<file path="src/rtl/regfile_sb.sv">
// rtl/regfile_sb.sv - integer register file with x0, write bypass and busy scoreboard
//
// Parametrised register file between decode (reads, issue) and writeback (writes).
// Ports:
//   clk, rst    rising-edge clock, asynchronous active-high reset
//   rd_addr     NUM_RD read addresses, port i at [i*AW +: AW]
//   rd_data     NUM_RD read data, port i at [i*XLEN +: XLEN]
//   rd_busy     busy bit of the register addressed by each read port
//   wr_en       NUM_WR write enables
//   wr_addr     NUM_WR write addresses
//   wr_data     NUM_WR write data
//   wr_clr      per write port: also clear the busy bit of wr_addr
//   iss_valid   an instruction with a destination issues this cycle
//   iss_addr    destination register of the issued instruction
//   busy_vec    busy bits of all registers, bit 0 always 0
module regfile_sb #(
    parameter int XLEN   = 32,
    parameter int DEPTH  = 32,
    parameter int AW     = $clog2(DEPTH),
    parameter int NUM_RD = 2,
    parameter int NUM_WR = 1,
    parameter bit BYPASS = 1'b1
) (
    input  logic                     clk,
    input  logic                     rst,
    input  logic [NUM_RD*AW-1:0]     rd_addr,
    output logic [NUM_RD*XLEN-1:0]   rd_data,
    output logic [NUM_RD-1:0]        rd_busy,
    input  logic [NUM_WR-1:0]        wr_en,
    input  logic [NUM_WR*AW-1:0]     wr_addr,
    input  logic [NUM_WR*XLEN-1:0]   wr_data,
    input  logic [NUM_WR-1:0]        wr_clr,
    input  logic                     iss_valid,
    input  logic [AW-1:0]            iss_addr,
    output logic [DEPTH-1:0]         busy_vec
);

    logic [XLEN-1:0]  regs [DEPTH];
    logic [DEPTH-1:0] busy;
    logic [DEPTH-1:0] busy_next;

    // Clears are applied first and the issue set last, so a new producer
    // issued in the same cycle as the retiring one keeps the register busy.
    always_comb begin
        busy_next = busy;
        for (int j = 0; j < NUM_WR; j++) begin
            if (wr_en[j] && wr_clr[j]) begin
                busy_next[wr_addr[j*AW +: AW]] = 1'b0;
            end
        end
        if (iss_valid) begin
            busy_next[iss_addr] = 1'b1;
        end
        busy_next[0] = 1'b0;
    end

    // Ascending port order makes the higher-index port win on an address clash.
    always_ff @(posedge clk or posedge rst) begin
        if (rst) begin
            for (int r = 0; r < DEPTH; r++) begin
                regs[r] <= '0;
            end
            busy <= '0;
        end else begin
            for (int j = 0; j < NUM_WR; j++) begin
                if (wr_en[j] && (wr_addr[j*AW +: AW] != '0)) begin
                    regs[wr_addr[j*AW +: AW]] <= wr_data[j*XLEN +: XLEN];
                end
            end
            busy <= busy_next;
        end
    end

    for (genvar i = 0; i < NUM_RD; i++) begin : g_rd
        logic [AW-1:0]   ra;
        logic [XLEN-1:0] rv;

        assign ra = rd_addr[i*AW +: AW];

        always_comb begin
            rv = regs[ra];
            if (BYPASS) begin
                for (int j = 0; j < NUM_WR; j++) begin
                    if (wr_en[j] && (wr_addr[j*AW +: AW] == ra)) begin
                        rv = wr_data[j*XLEN +: XLEN];
                    end
                end
            end
            // x0 and reset override everything, bypass included.
            if (rst || (ra == '0)) begin
                rv = '0;
            end
        end

        assign rd_data[i*XLEN +: XLEN] = rv;
        // Registered state only: a same-cycle clear is not forwarded.
        assign rd_busy[i] = busy[ra] & ~rst;
    end

    assign busy_vec = busy;

endmodule

</file>
<file path="config.mk">
export PLATFORM = sky130hd
export DESIGN_NAME = regfile_sb
export DESIGN_NICKNAME = d
export VERILOG_FILES = /design/src/rtl/regfile_sb.sv
export SDC_FILE = /design/constraint.sdc
export NUM_CORES = 2
export LEC_CHECK = 0
export ABC_AREA = 1
export CAP_MARGIN = 15
export CORE_AREA = 2 2 362 364
export DETAILED_ROUTE_END_ITERATION = 8
export DIE_AREA = 0 0 364 366
export SETUP_SLACK_MARGIN = 0.5
export SLEW_MARGIN = 20
export SYNTH_ARGS = -nofsm -noshare
export SYNTH_HDL_FRONTEND = slang
export SYNTH_SLANG_ARGS = --single-unit
</file>
<file path="constraint.sdc">
create_clock -name clk -period 40.9 [get_ports clk]
set_input_delay 4.09 -clock clk [delete_from_list [all_inputs] [get_ports clk]]
set_output_delay 4.09 -clock clk [all_outputs]
set_load 0.03 [all_outputs]
</file>
# == Yosys cells after proc, flatten, opt, wreduce, memory -nomap -nowiden ==
# Cells that the tools add are included.
# totals
ff_bits,1055
output_inout_bits,98
# op_classes
magnitude_cmp,10
eq_ne,2
mux,23
bitwise_logic,9
reduce_logical,12
# op_table
op,n
$bwmux 1024,1
$mux 32,11
$bmux 32 s5,2
$demux 32 s5,1
$and 32x32->32,1
$not 32->32,1
$or 32x32->32,1
$lt 5x6->1 const B,4
$ge 6x6->1 const B,3
$not 5->6,3
$bmux 1 s5,2
$demux 1 s5,2
$eq 5x5->1,2
$ge 5x1->1 const B,2
$logic_not 5->1,2
$logic_and 1x1->1,7
$lt 6x1->1 const B,1
$reduce_bool 5->1,1
$mux 1,4
$and 1x1->1,2
$logic_or 1x1->1,2
$not 1->1,1

# == Logic depth before layout (Yosys ltp) ==
# logic_depth
word_depth,9
depth_mapped,12

# == Worst setup path after synthesis ==
# No wires, ideal clock.
# synth_timing
path_kind,input to output
startpoint,input rst
endpoint,output rd_data[0]
arrival_time_ns,27.404
t_required_ns,36.810
slack_ns,9.406
stages,6
path_buffers,1
path_cell_list,inv_1 -> nand2_1 -> inv_1 -> clkbuf_1 -> o21ai_0 -> a21oi_1
# synth_via
elab_chain_cells,2
# synth_lines
item,line,source
start: declaration,25,"input logic rst,"
$logic_or 1x1->1,90,if (rst || (ra == '0)) begin
$mux 32,90,
end: declaration,27,"output logic [NUM_RD*XLEN-1:0] rd_data,"
# No other way between the ends.

# == Worst setup path in the final report ==
# layout_timing
startpoint,input rd_addr[6]
endpoint,output rd_data[41]
# layout_via
elab_chain_cells,6
# layout_lines
item,line,source
start: declaration,26,"input logic [NUM_RD*AW-1:0] rd_addr,"
$not 5->6 (not written as such),81,rv = regs[ra];
$bmux 32 s5,81,
$mux 32 (not written as such) (2 in series),81,
$mux 32,84,if (wr_en[j] && (wr_addr[j*AW +: AW] == ra)) begin
$mux 32 (*),90,
# Mark *: on every way between the ends. The rest lies on a longest branch, timed or not. The select of a mux whose other input is x is not followed.

==> results by group <==
Status
  – Status: completed

CTS
  – Clock Root Buffer: clkbuf_16
  – CTS Hold Bufs: 0
  – CTS clk-pin slew, worst paths: around 0.06 ns
  – Clk_lat worst skew: 0.75 ns
  – Setup bufs post-CTS: 0
  – Clock buffer depth: 3
  – Clock sinks: between 1000 and 1500
  – CTS resizes: 0
  – Num CTS Buffers: between 100 and 150
  – TritonCTS clock tree: done
  – H-tree levels: 3

Yosys
  – Syn_nets: 9511
  – Area share of the largest cell type after synthesis: 0.428
  – Top FF cell, synth: dfrtp_1
  – Most frequent cell after synthesis: nand2_1
  – Post-synth EDFFs: 0
  – Area leader, netlist: dfrtp_1
  – Mapped Cells: ~9500
  – Asr flop ratio synth: 1.00
  – Synth Register Bits: between 1000 and 1500
  – Post-Syn Area: between 60000 and 70000 um^2
  – Avg Cell Area, Syn: 6.52 um^2
  – Area contributors post-synth: dfrtp_1 43%, nand2_1 22%, nand3_1 9.7%
  – Synth Warn #: 0
  – Commonest cells in the netlist: 3680 x nand2_1, 1200 x nand3_1, 1055 x dfrtp_1
  – Cell variety after synth: 34
  – Seq/Total Area, Yosys: 0.428

Routing
  – Post-route DRC: 0
  – Initial detailed-routing violation count: 7809
  – DR WL/cell: ~22 um
  – Final wirelength: around 240 mm
  – Vias: between 60000 and 70000
  – DRT Pass-1 Iters: 7
  – Via-per-instance ratio: about 5.6
  – Remaining antenna violation count after routing: 0

Pwr
  – Leak Pwr: 0.0332 uW
  – Worst IR Drop VDD: approximately 0.039 mV
  – Power Density: roughly 48 nW/um^2

Floorplan
  – Die area: 133000 um^2
  – Row count: roughly 130
  – Io pins: 155
  – Initial Util: 0.478
  – Die W: around 360 um
  – Core Area: 129000 um^2
  – Die H: ~370 um

Worst setup path
  – CP top delay family: buffers and inverters
  – Crit path max-delay cell type: buf_4
  – Buf+Inv Stages, Crit Path: 7
  – Critical path launch point type: input port
  – CP most frequent cell: buf_4
  – CP max FO: 57
  – CP Class: input port to primary output
  – Critical path endpoint category: primary output
  – CP peak stage delay: between 0.8 and 0.9 ns
  – Worst EP required: roughly 37 ns
  – Critical path arrival: 9.29 ns
  – Crit-path cells: buf_6 > buf_4 > buf_4 > nor2_4 > buf_4 > buf_4 > buf_4 > nand3_1 > nand2_1 > nor2_1 > nand2_1 > nand3_1 > nand2_1 > a21oi_1 > clkdlybuf4s50_1

Timing
  – Final Critical Period: 13.38 ns
  – Clock skew: 0 ns
  – Worst slew pin tran: approximately 1.3 ns
  – RSZ-0062 raised after global routing: no
  – Rel. slew slack: 0.120
  – Min setup slack post-route: approximately 28 ns
  – Min Hold Slack: 0.399 ns
  – Endpoints failing setup: 0
  – Fmax: around 75 MHz
  – TNS Setup: 0 ns
  – Final Hold Fails: 0
  – Crit share post-route: 0.327
  – Max Slew Vio Count: 0

Placed design
  – DPL Wire Length: about 130 mm
  – Dpl ws: 27.74 ns
  – Routability-driven placement congestion ratio: 0.870
  – Port bufs: around 150
  – Placed Cells: roughly 11000

GRT
  – Initial antenna violation count: 5
  – First-pass GRT wire length: ~360 mm
  – Vias in the first global route: between 50000 and 60000
  – GRT overflow: 0
  – All-Layer GR Usage: 0.353
  – Largest net degree at the start of global routing: just over 200

Layout
  – Area growth from synthesis to layout: 10.1%
  – Layout cells sized above 1: 0.0412
  – Post-route insts no fill: 10900
  – Post-layout util: 0.526
  – Nets: 9117

Hold path
  – Hold Crit Class: flop to flop

Flow run
  – Max-cap violations: 0
-- cells by family after synthesis --
| kind of cell | count (synthesis) | share of synthesized area |
|---|---|---|
| AND/OR/NAND/NOR | 5707 | 0.377 |
| buffers and inverters | 1476 | 0.0946 |
| flip-flops | 1055 | 0.428 |
| XOR/XNOR | 1 | 0.000142 |
| other | 1 | 0.0000608 |
| AO/OA/AOI/OAI | 1214 | 0.0999 |
-- area by class of cell --
type	count	area (um^2)
Tap cell	1742	2180
Antenna cell	4	10.0
Clock buffer	170	3560
Clock inverter	60	952
Timing Repair Buffer	248	2400
Sequential cell	1055	26400
Fill cell	12900	61100
Multi-Input combinational cell	6923	29700
Inverter	711	2710
-- per-stage QoR --
stage / instance area, um^2 / power, uW
2_1_floorplan: 61600 / 1840
3_3_place_gp: 63300 / 2030
3_5_place_dp: 63300 / 2040
4_1_cts: 67800 / 3270
5_1_grt: 67900 / 3450
6_report: 67900 / 3270
-- registers in the layout, indices dropped and copies added, names as in the netlist --
| register | cells |
|---|---|
| busy_vec | 31 |
| regs | 1024 |
-- power by group --
part           switching (uW)  internal [uW]  leakage, uW
Clock                     483            750      0.00219
Sequential                123           1230       0.0137
Combinational             453            229       0.0173
Total                    1060           2210       0.0332
-- placed cells by master (no fill, tap or decap), drive strengths merged --
master and n:
nand2 3682, o211ai 2, o31ai 21, nand3 1219, bufinv 23, nand4 12
inv 714, diode 4, xor2 1, a21oi 75, conb 1, o22ai 11
dfrtp 1055, o21ai 1101, clkbuf 170, buf 105, nor2 781, a21boi 2
clkinv 23, clkinvlp 11, or2 1, clkdlybuf4s50 143, a31oi 2, nor3 12
-- worst paths after layout --
kind                                   from           end  slack, ns  cells after the start
min in group asynchronous               rst  busy_vec[16]       3.93                      2
worst max register to register  busy_vec[7]   busy_vec[7]      40.09                      2
worst max-delay path             rd_addr[6]   rd_data[41]      27.52                     15
worst min register to register   regs[1023]    regs[1023]       0.40                      0
worst min-delay path             regs[1023]    regs[1023]       0.40                      0
max in group asynchronous               rst     regs[281]      33.89                      5
-- metal layers --
layer,share of wire,track usage
met5,0.00011,0
met1,0.42,0.487
met4,0.043,0.142
met3,0.093,0.0584
met2,0.45,0.552
Power figures use the tool's default switching activity.
